**src/rtl/token_ctrl_pkg.sv**
```systemverilog
// Shared types, width helpers and mode constants for the token controller.
package token_ctrl_pkg;

  typedef enum logic [3:0] {
    IDLE,
    AX_WAIT,
    NR_WAIT,
    INT_READ,
    INT_CALC,
    INT_WB,
    LK_READ,
    LK_CALC,
    LK_SPIKE,
    LK_WB
  } state_t;

  localparam bit LEAK_MODE_OFF = 1'b0;
  localparam bit LEAK_MODE_ON  = 1'b1;

  // Index width for n entries, floored at 1 so single-entry configs stay legal.
  function automatic int unsigned addr_width(input int unsigned n);
    return (n < 2) ? 1 : $clog2(n);
  endfunction

  function automatic int unsigned instr_width(input int unsigned n);
    return (n < 2) ? 1 : $clog2(n);
  endfunction

  function automatic bit is_sweep_state(input state_t s);
    return (s == LK_READ) || (s == LK_CALC) || (s == LK_SPIKE) || (s == LK_WB);
  endfunction

endpackage

```
**src/rtl/token_controller_tick_instr_table.sv**
```systemverilog
// Per-axon weight-instruction register file: one write port, one async read port.
module instr_table
  import token_ctrl_pkg::*;
#(
  parameter  int unsigned DEPTH = 256,
  parameter  int unsigned DW    = 2,
  localparam int unsigned AW    = addr_width(DEPTH)
) (
  input  logic          clk,
  input  logic          rst_n,
  input  logic          i_we,
  input  logic [AW-1:0] i_waddr,
  input  logic [DW-1:0] i_wdata,
  input  logic [AW-1:0] i_raddr,
  output logic [DW-1:0] o_rdata_c
);

  logic [DW-1:0] r_mem [DEPTH];

  always_ff @(posedge clk or negedge rst_n) begin
    if (!rst_n) begin
      r_mem <= '{default: '0};
    end else if (i_we) begin
      r_mem[i_waddr] <= i_wdata;
    end
  end

  // Reading the array directly gives old data on a same-cycle write.
  assign o_rdata_c = r_mem[i_raddr];

endmodule

```
**src/rtl/token_controller_tick.sv**
```systemverilog
// Token controller: sequences per-axon CSRAM read-modify-write and the tick-driven
// leak/threshold sweep, emitting spikes over a stallable valid/ready handshake.
module token_controller_tick
  import token_ctrl_pkg::*;
#(
  parameter  int unsigned NUM_AXONS   = 256,
  parameter  int unsigned NUM_NEURONS = 256,
  parameter  int unsigned NUM_WEIGHTS = 4,
  parameter  bit          LEAK_ENABLE = LEAK_MODE_ON,
  localparam int unsigned AW          = addr_width(NUM_AXONS),
  localparam int unsigned NW          = addr_width(NUM_NEURONS),
  localparam int unsigned IW          = instr_width(NUM_WEIGHTS)
) (
  input  logic          clk,
  input  logic          rst,
  input  logic          tick,
  input  logic          cfg_we,
  input  logic [AW-1:0] cfg_addr,
  input  logic [IW-1:0] cfg_data,
  input  logic          decoder_empty,
  output logic          read_spike,
  input  logic [AW-1:0] axon_number_in,
  input  logic          axon_number_valid,
  output logic [AW-1:0] axon_number_out,
  input  logic [NW-1:0] neuron_number_in,
  input  logic          neuron_number_valid,
  input  logic          synap_done,
  output logic          CSRAM_write,
  output logic [NW-1:0] CSRAM_addr,
  output logic [IW-1:0] neuron_instruction,
  output logic          neuron_reg_en,
  output logic          integrate_en,
  output logic          leak_en,
  input  logic          spike_in,
  output logic          spike_out_valid,
  input  logic          spike_out_ready,
  output logic [NW-1:0] spike_out_neuron,
  output logic          busy,
  output logic          tick_overrun
);

  state_t        r_state,        w_next_state;
  logic          r_tick_pending, w_tick_pending;
  logic [AW-1:0] r_axon,         w_axon;
  logic [NW-1:0] r_addr,         w_addr;
  logic [NW-1:0] r_spike_neuron, w_spike_neuron;
  logic [IW-1:0] r_instr,        w_instr;
  logic          r_read_spike,   w_read_spike;
  logic          r_csram_write,  w_csram_write;
  logic          r_reg_en,       w_reg_en;
  logic          r_int_en,       w_int_en;
  logic          r_leak_en,      w_leak_en;
  logic          r_spike_valid,  w_spike_valid;
  logic          r_busy,         w_busy;
  logic          r_overrun,      w_overrun;
  logic          w_sweep_start;
  logic          w_tick_extra;
  logic [IW-1:0] w_table_rd;

  instr_table #(
    .DEPTH (NUM_AXONS),
    .DW    (IW)
  ) u_instr_table (
    .clk       (clk),
    .rst_n     (rst),
    .i_we      (cfg_we),
    .i_waddr   (cfg_addr),
    .i_wdata   (cfg_data),
    .i_raddr   (r_axon),
    .o_rdata_c (w_table_rd)
  );

  // Next state plus next value of every registered output, aligned to the next state.
  always_comb begin
    w_next_state   = r_state;
    w_axon         = r_axon;
    w_addr         = r_addr;
    w_spike_neuron = r_spike_neuron;
    w_sweep_start  = 1'b0;

    unique case (r_state)
      IDLE: begin
        if (r_tick_pending) begin
          w_next_state  = LK_READ;
          w_addr        = '0;
          w_sweep_start = 1'b1;
        end else if (!decoder_empty) begin
          w_next_state = AX_WAIT;
        end
      end
      AX_WAIT: begin
        if (axon_number_valid) begin
          w_axon       = axon_number_in;
          w_next_state = NR_WAIT;
        end
      end
      NR_WAIT: begin
        if (synap_done) begin
          w_next_state = IDLE;
        end else if (neuron_number_valid) begin
          w_addr       = neuron_number_in;
          w_next_state = INT_READ;
        end
      end
      INT_READ: w_next_state = INT_CALC;
      INT_CALC: w_next_state = INT_WB;
      INT_WB:   w_next_state = NR_WAIT;
      LK_READ:  w_next_state = LK_CALC;
      LK_CALC: begin
        if (spike_in) begin
          w_spike_neuron = r_addr;
          w_next_state   = LK_SPIKE;
        end else begin
          w_next_state = LK_WB;
        end
      end
      LK_SPIKE: begin
        if (spike_out_ready) begin
          w_next_state = LK_WB;
        end
      end
      LK_WB: begin
        if (r_addr == NW'(NUM_NEURONS - 1)) begin
          w_addr       = '0;
          w_next_state = IDLE;
        end else begin
          w_addr       = r_addr + NW'(1);
          w_next_state = LK_READ;
        end
      end
      default: w_next_state = IDLE;
    endcase

    w_read_spike  = (r_state == IDLE) && (w_next_state == AX_WAIT);
    w_csram_write = (w_next_state == INT_WB) || (w_next_state == LK_WB);
    w_reg_en      = (w_next_state == INT_READ) || (w_next_state == INT_CALC) ||
                    (w_next_state == LK_READ);
    w_int_en      = (w_next_state == INT_CALC);
    w_instr       = (w_next_state == INT_CALC) ? w_table_rd : '0;
    w_leak_en     = (w_next_state == LK_CALC) && LEAK_ENABLE;
    w_spike_valid = (w_next_state == LK_SPIKE);
    w_busy        = (w_next_state != IDLE);

    // A tick is surplus if one is already queued or a sweep is in flight.
    w_tick_extra   = tick && (r_tick_pending || is_sweep_state(r_state));
    w_overrun      = r_overrun || w_tick_extra;
    w_tick_pending = r_tick_pending;
    if (w_sweep_start) begin
      w_tick_pending = 1'b0;
    end
    if (tick && !w_tick_extra) begin
      w_tick_pending = 1'b1;
    end
  end

  always_ff @(posedge clk or negedge rst) begin
    if (!rst) begin
      r_state        <= IDLE;
      r_tick_pending <= 1'b0;
      r_axon         <= '0;
      r_addr         <= '0;
      r_spike_neuron <= '0;
      r_instr        <= '0;
      r_read_spike   <= 1'b0;
      r_csram_write  <= 1'b0;
      r_reg_en       <= 1'b0;
      r_int_en       <= 1'b0;
      r_leak_en      <= 1'b0;
      r_spike_valid  <= 1'b0;
      r_busy         <= 1'b0;
      r_overrun      <= 1'b0;
    end else begin
      r_state        <= w_next_state;
      r_tick_pending <= w_tick_pending;
      r_axon         <= w_axon;
      r_addr         <= w_addr;
      r_spike_neuron <= w_spike_neuron;
      r_instr        <= w_instr;
      r_read_spike   <= w_read_spike;
      r_csram_write  <= w_csram_write;
      r_reg_en       <= w_reg_en;
      r_int_en       <= w_int_en;
      r_leak_en      <= w_leak_en;
      r_spike_valid  <= w_spike_valid;
      r_busy         <= w_busy;
      r_overrun      <= w_overrun;
    end
  end

  assign read_spike         = r_read_spike;
  assign axon_number_out    = r_axon;
  assign CSRAM_write        = r_csram_write;
  assign CSRAM_addr         = r_addr;
  assign neuron_instruction = r_instr;
  assign neuron_reg_en      = r_reg_en;
  assign integrate_en       = r_int_en;
  assign leak_en            = r_leak_en;
  assign spike_out_valid    = r_spike_valid;
  assign spike_out_neuron   = r_spike_neuron;
  assign busy               = r_busy;
  assign tick_overrun       = r_overrun;

endmodule

```
**config.mk**
```make
export PLATFORM = sky130hd
export DESIGN_NAME = token_controller_tick
export DESIGN_NICKNAME = d
export VERILOG_FILES = /design/src/rtl/token_ctrl_pkg.sv /design/src/rtl/token_controller_tick_instr_table.sv /design/src/rtl/token_controller_tick.sv
export SDC_FILE = /design/constraint.sdc
export NUM_CORES = 1
export LEC_CHECK = 0
export CAP_MARGIN = 40
export CORE_ASPECT_RATIO = 1.1
export CORE_MARGIN = 2
export CORE_UTILIZATION = 45
export CTS_CLUSTER_DIAMETER = 100
export CTS_CLUSTER_SIZE = 12
export DETAILED_ROUTE_END_ITERATION = 16
export DONT_BUFFER_PORTS = 1
export PLACE_DENSITY = 0.59
export SLEW_MARGIN = 25
export SYNTH_ARGS = -nofsm -noshare
export SYNTH_HDL_FRONTEND = slang
export SYNTH_SLANG_ARGS = --single-unit
```
**constraint.sdc**
```tcl
create_clock -name clk -period 2.5 [get_ports clk]
set_input_delay 0.5 -clock clk [delete_from_list [all_inputs] [get_ports clk]]
set_output_delay 0.5 -clock clk [all_outputs]
set_load 0.005 [all_outputs]
```
==> flow_summary.ini, run 1 <==
[timing]
hold_slack_ps = -422
tightest_slew_ps = 1690
relSlewSlack_pct = -12.6
rsz0062_at_grt = yes
timing.final.crit_share_pct = 113
min_period_ps = 2810
worst_slack_ps = -314
fin_skew_ps = 31.1
fmax_ghz = 0.355
hold_viol_final = 551
final-setup-viol-count = 2
finalMaxSlewViolations = 231

[layout]
design_area_mm2 = 0.0294
num-nets-final = 2055
fin_cells = 2774
drive_gt1_share_pct = 43.2
syn2layout_area_growth_pct = 12.2
n_antenna_cell = 0
multi_input_area_mm2 = 0.0119
nFillCells = 4901
ff_latch_area_mm2 = 0.0138

[status]
status = finished, violations left
violations = negative hold slack, max-slew violations, negative setup slack

[pwr]
p_seq_share_pct = 41.3
power_mw = 24.4
ir_worst_vdd_mv = 0.486
switching_share_pct = 31.0
clkPwrFrac_pct = 28.5
netSwitchingPower_mw = 7.57
leakage_nw = 13.6
power.internal_mw = 16.9
pwr-share-comb_pct = 30.1
power_density_mw_per_mm2 = 830

[cts]
htree_levels = 2
clk_path_buf_depth = 3
cts-root-buf = clkbuf_16
cts.clk_slew.worst_paths_ps = 60
ctsHoldBuffers = 1
cts_tree = yes
cts_buffers = 51
clkLatencyLatePin_ps = 620
clock-sinks = 551

[detailed_routing]
detail_route.wl_per_cell_um = 25.7
antenna_left = 0
route.detailed.drc = 0
firstDrtPassIters = 5
vias_per_cell = 5.96
vias = 16500
wirelength_mm = 71.4
drtIter0Drc = 1089

[hold_path]
hp-class = in -> async

[synth]
synth_cells = 1951
synth_flop_cell = dfrtp_1
yosysWarnings = 0
avgSynthCellArea_um2 = 13.4
synth_fp_nets = 1988
synth_edf_count = 0
seq_area_frac_synth_pct = 52.6
netlist_area_mm2 = 0.0262
synth_cell_types = 51
synth_seq_cells = 551
async_flop_share_pct = 100

[die]
core.rowCount = 92
die_w_um = 234
die_area_mm2 = 0.0602
die_h_um = 257
top_level_ports = 70
core_area_mm2 = 0.0574
start_util_pct = 45.7

[placed_design]
place_area_mm2 = 0.0278
dp_hpwl_mm = 46.0
dp_cells = 2702
portBuffers = 0
place_congestion = 0.876
pre_cts_ws_ps = -396

[critical_path]
cp.arrival_ps = 3320
cp-end-kind = flop
required_ps = 3000
crit_type = reg -> reg
path_max_fanout = 11
cp-start-kind = flop
crit_start = axon_number_out[0]
r2r-start = axon_number_out[0]

[global_route]
grt_max_degree = 552
gr-total-overflow = 0
antenna_found_initial = 4
grt_pass1_wl_mm = 109
grt.total_usage_pct = 24.1
grt_pass1_vias = 17500

[flow_run]
maxCapViolCount = 0
[cells in the mapped netlist (15+ instances only)]
cell type | number | share of area (%)
nor2b_1 | 15 | 0.36
dfrtp_1 | 551 | 53
nor2_1 | 189 | 2.7
mux2i_1 | 55 | 2.1
mux2_2 | 529 | 23
a221oi_1 | 18 | 0.60
nand2_1 | 158 | 2.3
nor3_1 | 16 | 0.31
o21ai_0 | 20 | 0.38
a21oi_1 | 19 | 0.36
mux4_2 | 118 | 10
clkbuf_1 | 110 | 1.6
[layer usage]
| metal | vias up | GRT usage [%] | wire length (um) |
|---|---|---|---|
| met1 | 8811 | 33.6 | 31700 |
| met2 | 394 | 38.8 | 34000 |
| met5 | - | 0 | 40 |
| li1 | 7214 | - | - |
| met4 | 6 | 6.33 | 1830 |
| met3 | 106 | 4.33 | 3880 |
[layout make-up]
type	instances	area share, %
tap	752	3.20
inverter	11	0.140
multi-input combinational	1250	40.5
clock inverter	2	0.0850
timing repair buffer	153	4.78
sequential	551	46.9
clock buffer	55	4.46
[cells by family after synthesis]
family | synth area share [%]
fa+ha+maj | 0.0477
simple gates | 6.87
flops | 52.6
buf+inv | 2.42
compound gates | 3.16
mux | 34.9
[worst max-delay path, cell delays in order (launching register included)]
cell and delay [ps]:
dfrtp_4 570, buf_6 140, buf_12 140, mux4_2 500, mux4_2 460, mux4_2 500, nor2b_1 160, a211o_1 240
[power by group through the flow]
stage	combinational, mW	sequential [mW]	clock (mW)
4_1_cts	7.28	10.1	7.14
6_report	7.36	10.1	6.97
3_5_place_dp	6.92	10.2	0
3_3_place_gp	6.85	10.2	0
2_1_floorplan	4.38	10.0	0
5_1_grt	7.82	10.2	7.47
[cells in the final DEF (no fill, tap or decap), types with 7 or more instances in the layout]
| cell type | netlist | routed |
|---|---|---|
| nand2b_1 | 7 | 7 |
| a22oi_1 | 9 | 9 |
| buf_12 | 0 | 15 |
| o21ai_0 | 20 | 20 |
| nand2_1 | 158 | 158 |
| nand3_1 | 13 | 13 |
| buf_4 | 10 | 130 |
| nor3_1 | 16 | 15 |
| and3_1 | 9 | 9 |
| inv_1 | 8 | 8 |
| o221ai_1 | 8 | 8 |
| nor2b_1 | 15 | 14 |
| mux2_2 | 529 | 528 |
| a21oi_1 | 19 | 18 |
| dfrtp_1 | 551 | 548 |
| mux4_2 | 118 | 118 |
| a221oi_1 | 18 | 16 |
| nor2_1 | 189 | 188 |
| a22o_1 | 8 | 8 |
| clkbuf_16 | 0 | 52 |
| mux2i_1 | 55 | 53 |
[path summary, 6_finish.rpt]
kind                                            endpoint  slack, ps  cells after the start
worst max-delay path               neuron_instruction[0]       -310                      7
worst min-delay path            u_instr_table.r_mem[122]       -420                      0
worst max register to register     neuron_instruction[0]       -310                      7
worst min register to register              tick_overrun        490                      1
max in group asynchronous             axon_number_out[0]       1500                      0
min in group clk                      axon_number_out[6]         30                      1
[flip-flops by register name (all words and copies together), names as in the netlist]
register,count
spike_out_valid,1
CSRAM_addr,8
neuron_reg_en,1
tick_overrun,1
CSRAM_write,1
busy,1
leak_en,1
neuron_instruction,2
r_tick_pending,1
spike_out_neuron,8
axon_number_out,8
integrate_en,1
r_state,4
u_instr_table.r_mem,512
read_spike,1
[metrics by stage]
step,TNS [ps],hold slack [ps],utilization [%]
detailed placement,-673,234,48.4
CTS,-451,-422,51.1
global placement,-629,229,48.4
finish,-486,-422,51.2
global route,-608,-444,51.2
floorplan,0,204,-
[what timing repair did]
| item | in CTS | in global routing |
|---|---|---|
| gates cloned | 1 | 0 |
| endpoints found under the setup margin | 2 | 2 |
| resized for setup | 21 | 7 |
| buffers inserted | 8 | 6 |
| pin swaps | 1 | 1 |
| hold endpoints to repair | 552 | 551 |
(Power assumes the default switching activity.)
==> inputs of run 2 (changes only) <==
--- a/config.mk
+++ b/config.mk
@@ -13,6 +13,7 @@
 export CTS_CLUSTER_SIZE = 12
 export DETAILED_ROUTE_END_ITERATION = 16
 export DONT_BUFFER_PORTS = 1
+export GPL_TIMING_DRIVEN = 0
 export PLACE_DENSITY = 0.59
 export SLEW_MARGIN = 25
 export SYNTH_ARGS = -nofsm -noshare
==> run 2 against run 1 <==
The run ends with negative hold slack, negative setup slack left. Sequential power is essentially flat. Clock skew is 19 ps lower. Worst setup slack got worse by 160 ps. Fmax down 5.4%. First-iteration DRC count up 36%. Largest cell class unchanged. Largest power group unchanged. Highest routed layer unchanged.
==> flow_summary.ini, run 2 (synthesis results as in run 1) <==
[status]
status = finished, violations left
violations = negative hold slack, negative setup slack

[timing]
tightest_slew_ps = 914
rsz0062_at_grt = yes
relSlewSlack_pct = 39.0
hold_viol_final = 141
timing.final.crit_share_pct = 119
worst_slack_ps = -476
final-setup-viol-count = 2
hold_slack_ps = -126
fmax_ghz = 0.336
min_period_ps = 2980
finalMaxSlewViolations = 0
tns_ps = -925
fin_skew_ps = 12.4

[detailed_routing]
firstDrtPassIters = 5
vias_per_cell = 6.18
detail_route.wl_per_cell_um = 29.7
antenna_left = 0
wirelength_mm = 82.6
route.detailed.drc = 0
drtIter0Drc = 1476
vias = 17200

[placed_design]
place_area_mm2 = 0.0273
place_congestion = 0.916
pre_cts_ws_ps = -1970
dp_cells = 2715
dp_hpwl_mm = 55.6
portBuffers = 0

[pwr]
leakage_nw = 13.4
ir_worst_vdd_mv = 0.470
power_mw = 25.2
power_density_mw_per_mm2 = 859

[critical_path]
cp-end-kind = flop
cp.arrival_ps = 3480
cp-start-kind = flop
r2r-start = axon_number_out[1]
crit_start = axon_number_out[1]
slowest_stage = dfrtp_2
ff2ff_path_depth = 9
critPathTopFamily = compound AO/OA/AOI/OAI gates
crit_cells = 9
required_ps = 3010
crit_type = reg -> reg
endpoint = neuron_instruction[0]
r2r_slack_ps = -480
path_cells = buf_6 -> or2_2 -> buf_1 -> o221ai_1 -> o22ai_1 -> nor3_1 -> o31ai_2 -> a221oi_1 -> a211o_1
reg2reg_to = neuron_instruction[0]
path_max_fanout = 9
critPathBufInv = 2
max_stage_delay_ps = 470

[layout]
final_cell_mix = dfrtp_1 (550), mux2_2 (529), nor2_1 (188)
drive_gt1_share_pct = 39.8
n_antenna_cell = 0
largest_reg_flops = 512
nFillCells = 4905
num-nets-final = 2067
syn2layout_area_growth_pct = 11.8
fin_cells = 2783
top_register = u_instr_table.r_mem
fin_util_pct = 51.1
final_common_cell = dfrtp_1
design_area_mm2 = 0.0293

[cts]
clkLatencyLatePin_ps = 610
cts-root-buf = clkbuf_16
cts_tree = yes
cts_buffers = 51
clock-sinks = 551
htree_levels = 2
ctsHoldBuffers = 1
clk_path_buf_depth = 3
cts.clk_slew.worst_paths_ps = 60

[global_route]
grt.total_usage_pct = 27.7
grt_pass1_wl_mm = 120
grt_max_degree = 552
grt_pass1_vias = 18000
gr-total-overflow = 0
antenna_found_initial = 4

[hold_path]
hp-class = in -> async

[die]
core.rowCount = 92
die_h_um = 257
top_level_ports = 70
core_area_mm2 = 0.0574
die_w_um = 234
start_util_pct = 45.7
die_area_mm2 = 0.0602

[flow_run]
maxCapViolCount = 0
## run 2: worst min-delay path by stage
| stage | start | to | cells past startpoint |
|---|---|---|---|
| floorplan | rst | CSRAM_addr[0] | 0 |
| global placement | rst | u_instr_table.r_mem[450] | 0 |
| detailed placement | rst | u_instr_table.r_mem[450] | 0 |
| CTS | rst | u_instr_table.r_mem[450] | 0 |
| global route | rst | u_instr_table.r_mem[451] | 1 |
| finish | rst | u_instr_table.r_mem[450] | 1 |
## run 2: metal layers
layer  routed length (um)  global-route usage (%)
met4                 3050                    11.1
met3                 6260                    6.32
met2                39100                    43.7
met1                34100                    37.0
met5                   41                       0
## run 2: cell type report
| class | count | area (um2) | share of cell area (%) |
|---|---|---|---|
| timing repair buffer | 26 | 305 | 1.04 |
| buffer | 139 | 968 | 3.30 |
| tap | 752 | 941 | 3.21 |
| multi-input combinational | 1250 | 12000 | 40.8 |
| clock buffer | 54 | 1330 | 4.53 |
| sequential | 551 | 13800 | 47.0 |
| inverter | 11 | 41.3 | 0.141 |
## run 2: what timing repair did
| action | CTS | global route |
|---|---|---|
| buffers inserted | 1 | 3 |
| cloned | 0 | 1 |
| resized for setup | 104 | 10 |
| pin swaps | 3 | 4 |
| setup endpoints to repair | 3 | 145 |
| hold endpoints to repair | 552 | 75 |
## run 2: power breakdown
group          total [mW]  switching [mW]  internal (mW)  leakage (nW)
logic                8.12            4.91           3.21          5.20
clock network        7.02            3.32           3.71         0.654
registers            10.1           0.525           9.55          7.55
==> inputs of run 3 (changes only) <==
--- a/config.mk
+++ b/config.mk
@@ -5,16 +5,17 @@
 export SDC_FILE = /design/constraint.sdc
 export NUM_CORES = 1
 export LEC_CHECK = 0
+export ABC_AREA = 0
 export CAP_MARGIN = 40
 export CORE_ASPECT_RATIO = 1.1
 export CORE_MARGIN = 2
-export CORE_UTILIZATION = 45
+export CORE_UTILIZATION = 30
 export CTS_CLUSTER_DIAMETER = 100
 export CTS_CLUSTER_SIZE = 12
 export DETAILED_ROUTE_END_ITERATION = 16
 export DONT_BUFFER_PORTS = 1
 export GPL_TIMING_DRIVEN = 0
-export PLACE_DENSITY = 0.59
+export PLACE_DENSITY = 0.42
 export SLEW_MARGIN = 25
 export SYNTH_ARGS = -nofsm -noshare
 export SYNTH_HDL_FRONTEND = slang
==> run 3 against run 2 <==
The run still ends with negative hold slack, negative setup slack left. Sequential share of layout area down 1.3 points. Fmax shrank 3.6%. Clock power increased by 2%. Global-route usage is 6.8 points lower.
==> flow_summary.ini, run 3 (synthesis results as in run 1) <==
[status]
status = finished, violations left
violations = negative hold slack, negative setup slack

[critical_path]
path_max_fanout = 5
r2r_slack_ps = -590
r2r-start = axon_number_out[0]
cp.arrival_ps = 3570
path_cells = buf_6 -> buf_6 -> buf_12 -> mux4_2 -> mux4_2 -> mux4_2 -> nor2b_4 -> a211o_4
critPathBufInv = 3
reg2reg_to = neuron_instruction[0]
cpMostUsedCell = mux4_2
max_stage_delay_ps = 560
crit_start = axon_number_out[0]
required_ps = 2990
crit_type = reg -> reg
slowest_stage = mux4_2
critPathTopFamily = multiplexers
ff2ff_path_depth = 8
cp-start-kind = flop
cp-end-kind = flop

[detailed_routing]
antenna_left = 0
wirelength_mm = 94.0
firstDrtPassIters = 5
drtIter0Drc = 1181
vias = 17200
detail_route.wl_per_cell_um = 29.4
vias_per_cell = 5.39
route.detailed.drc = 0

[pwr]
ir_worst_vdd_mv = 0.436
pwr-share-comb_pct = 33.8
clkPwrFrac_pct = 27.5
p_seq_share_pct = 38.7
leakage_nw = 13.5
power.internal_mw = 16.9
switching_share_pct = 35.4
netSwitchingPower_mw = 9.23
power_density_mw_per_mm2 = 865
power_mw = 26.1

[die]
die_h_um = 314
die_area_mm2 = 0.0898
core.rowCount = 113
die_w_um = 286
start_util_pct = 30.3
core_area_mm2 = 0.0865
top_level_ports = 70

[layout]
num-nets-final = 2082
design_area_mm2 = 0.0302
final_common_cell = dfrtp_1
fin_util_pct = 34.9
drive_gt1_share_pct = 40.7
ff_latch_area_mm2 = 0.0138
largest_reg_flops = 512
final_cell_mix = dfrtp_1 (551), mux2_2 (529), nor2_1 (188)
syn2layout_area_growth_pct = 15.0
nFillCells = 8486
multi_input_area_mm2 = 0.0120
top_register = u_instr_table.r_mem
n_antenna_cell = 0

[cts]
htree_levels = 2
cts_tree = yes
clk_path_buf_depth = 3
clkLatencyLatePin_ps = 620
cts-root-buf = clkbuf_16
cts.clk_slew.worst_paths_ps = 60
ctsHoldBuffers = 1
clock-sinks = 551
cts_buffers = 51

[hold_path]
hp-class = in -> async

[timing]
tns_ps = -1160
tightest_slew_ps = 1420
min_period_ps = 3090
hold_viol_final = 551
fin_skew_ps = 35.5
finalMaxSlewViolations = 0
fmax_ghz = 0.324
rsz0062_at_grt = yes
worst_slack_ps = -588
hold_slack_ps = -374
timing.final.crit_share_pct = 124
final-setup-viol-count = 2
relSlewSlack_pct = 5.32

[global_route]
use_met2_pct = 34.3
gr-total-overflow = 0
grt_pass1_wl_mm = 135
grt.total_usage_pct = 20.9
gr-usage-met1_pct = 28.4
grt_pass1_vias = 18200
grt_use_met3_pct = 3.75
antenna_found_initial = 1
top_usage_layer = met2
grt_max_degree = 552

[flow_run]
maxCapViolCount = 0

[placed_design]
dp_hpwl_mm = 64.0
place_congestion = 0.886
portBuffers = 0
place_area_mm2 = 0.0280
pre_cts_ws_ps = -2110
## run 3: timing repair
action	4_1_cts	5_1_grt
setup buffers	6	8
pin swaps	4	7
gates cloned	0	2
endpoints found under the hold margin	552	551
setup endpoints to repair	4	5
gates resized for setup	107	25
## run 3: routing by layer
layer / routed length, um / vias up
met1: 42000 / 9363
met4: 2660 / 2
met5: 10 / -
met3: 5150 / 116
met2: 44200 / 467
li1: - / 7280
## run 3: per-stage QoR
stage | hold WS, ps | cells
floorplan | 204 | 1951
global placement | 252 | 3101
detailed placement | 255 | 3123
CTS | -398 | 3184
global route | -401 | 3196
finish | -374 | 3196
## run 3: final cells by class
| type | count | share of cell area, % |
|---|---|---|
| inverter | 11 | 0.137 |
| sequential | 551 | 45.7 |
| tap | 1150 | 4.77 |
| buffer | 139 | 3.37 |
| clock buffer | 54 | 4.41 |
| multi-input combinational | 1250 | 39.8 |
| timing repair buffer | 41 | 1.77 |
## run 3: power groups by stage
stage	Clock [mW]	Combinational [mW]	Sequential [mW]
6_report	7.17	8.82	10.1
2_1_floorplan	0	4.38	10.0
3_5_place_dp	0	7.49	10.3
5_1_grt	7.70	9.18	10.2
3_3_place_gp	0	7.37	10.2
4_1_cts	7.37	8.43	10.1
## run 3: worst reg2reg max path, delay by kind of cell, from the launching register on
kind / cells / cell delay [ps]
flops: 1 / 390
simple gates: 1 / 150
buf+inv: 3 / 420
compound gates: 1 / 340
mux: 3 / 1650
## run 3: worst max path at each step
| stage | slack (ps) | end | depth (start not counted) |
|---|---|---|---|
| 2_1_floorplan | 8 | neuron_instruction[1] | 10 |
| 3_3_place_gp | -2670 | neuron_instruction[1] | 10 |
| 3_5_place_dp | -2110 | neuron_instruction[1] | 10 |
| 4_1_cts | -540 | neuron_instruction[0] | 7 |
| 5_1_grt | -620 | neuron_instruction[0] | 11 |
| 6_report | -590 | neuron_instruction[0] | 8 |
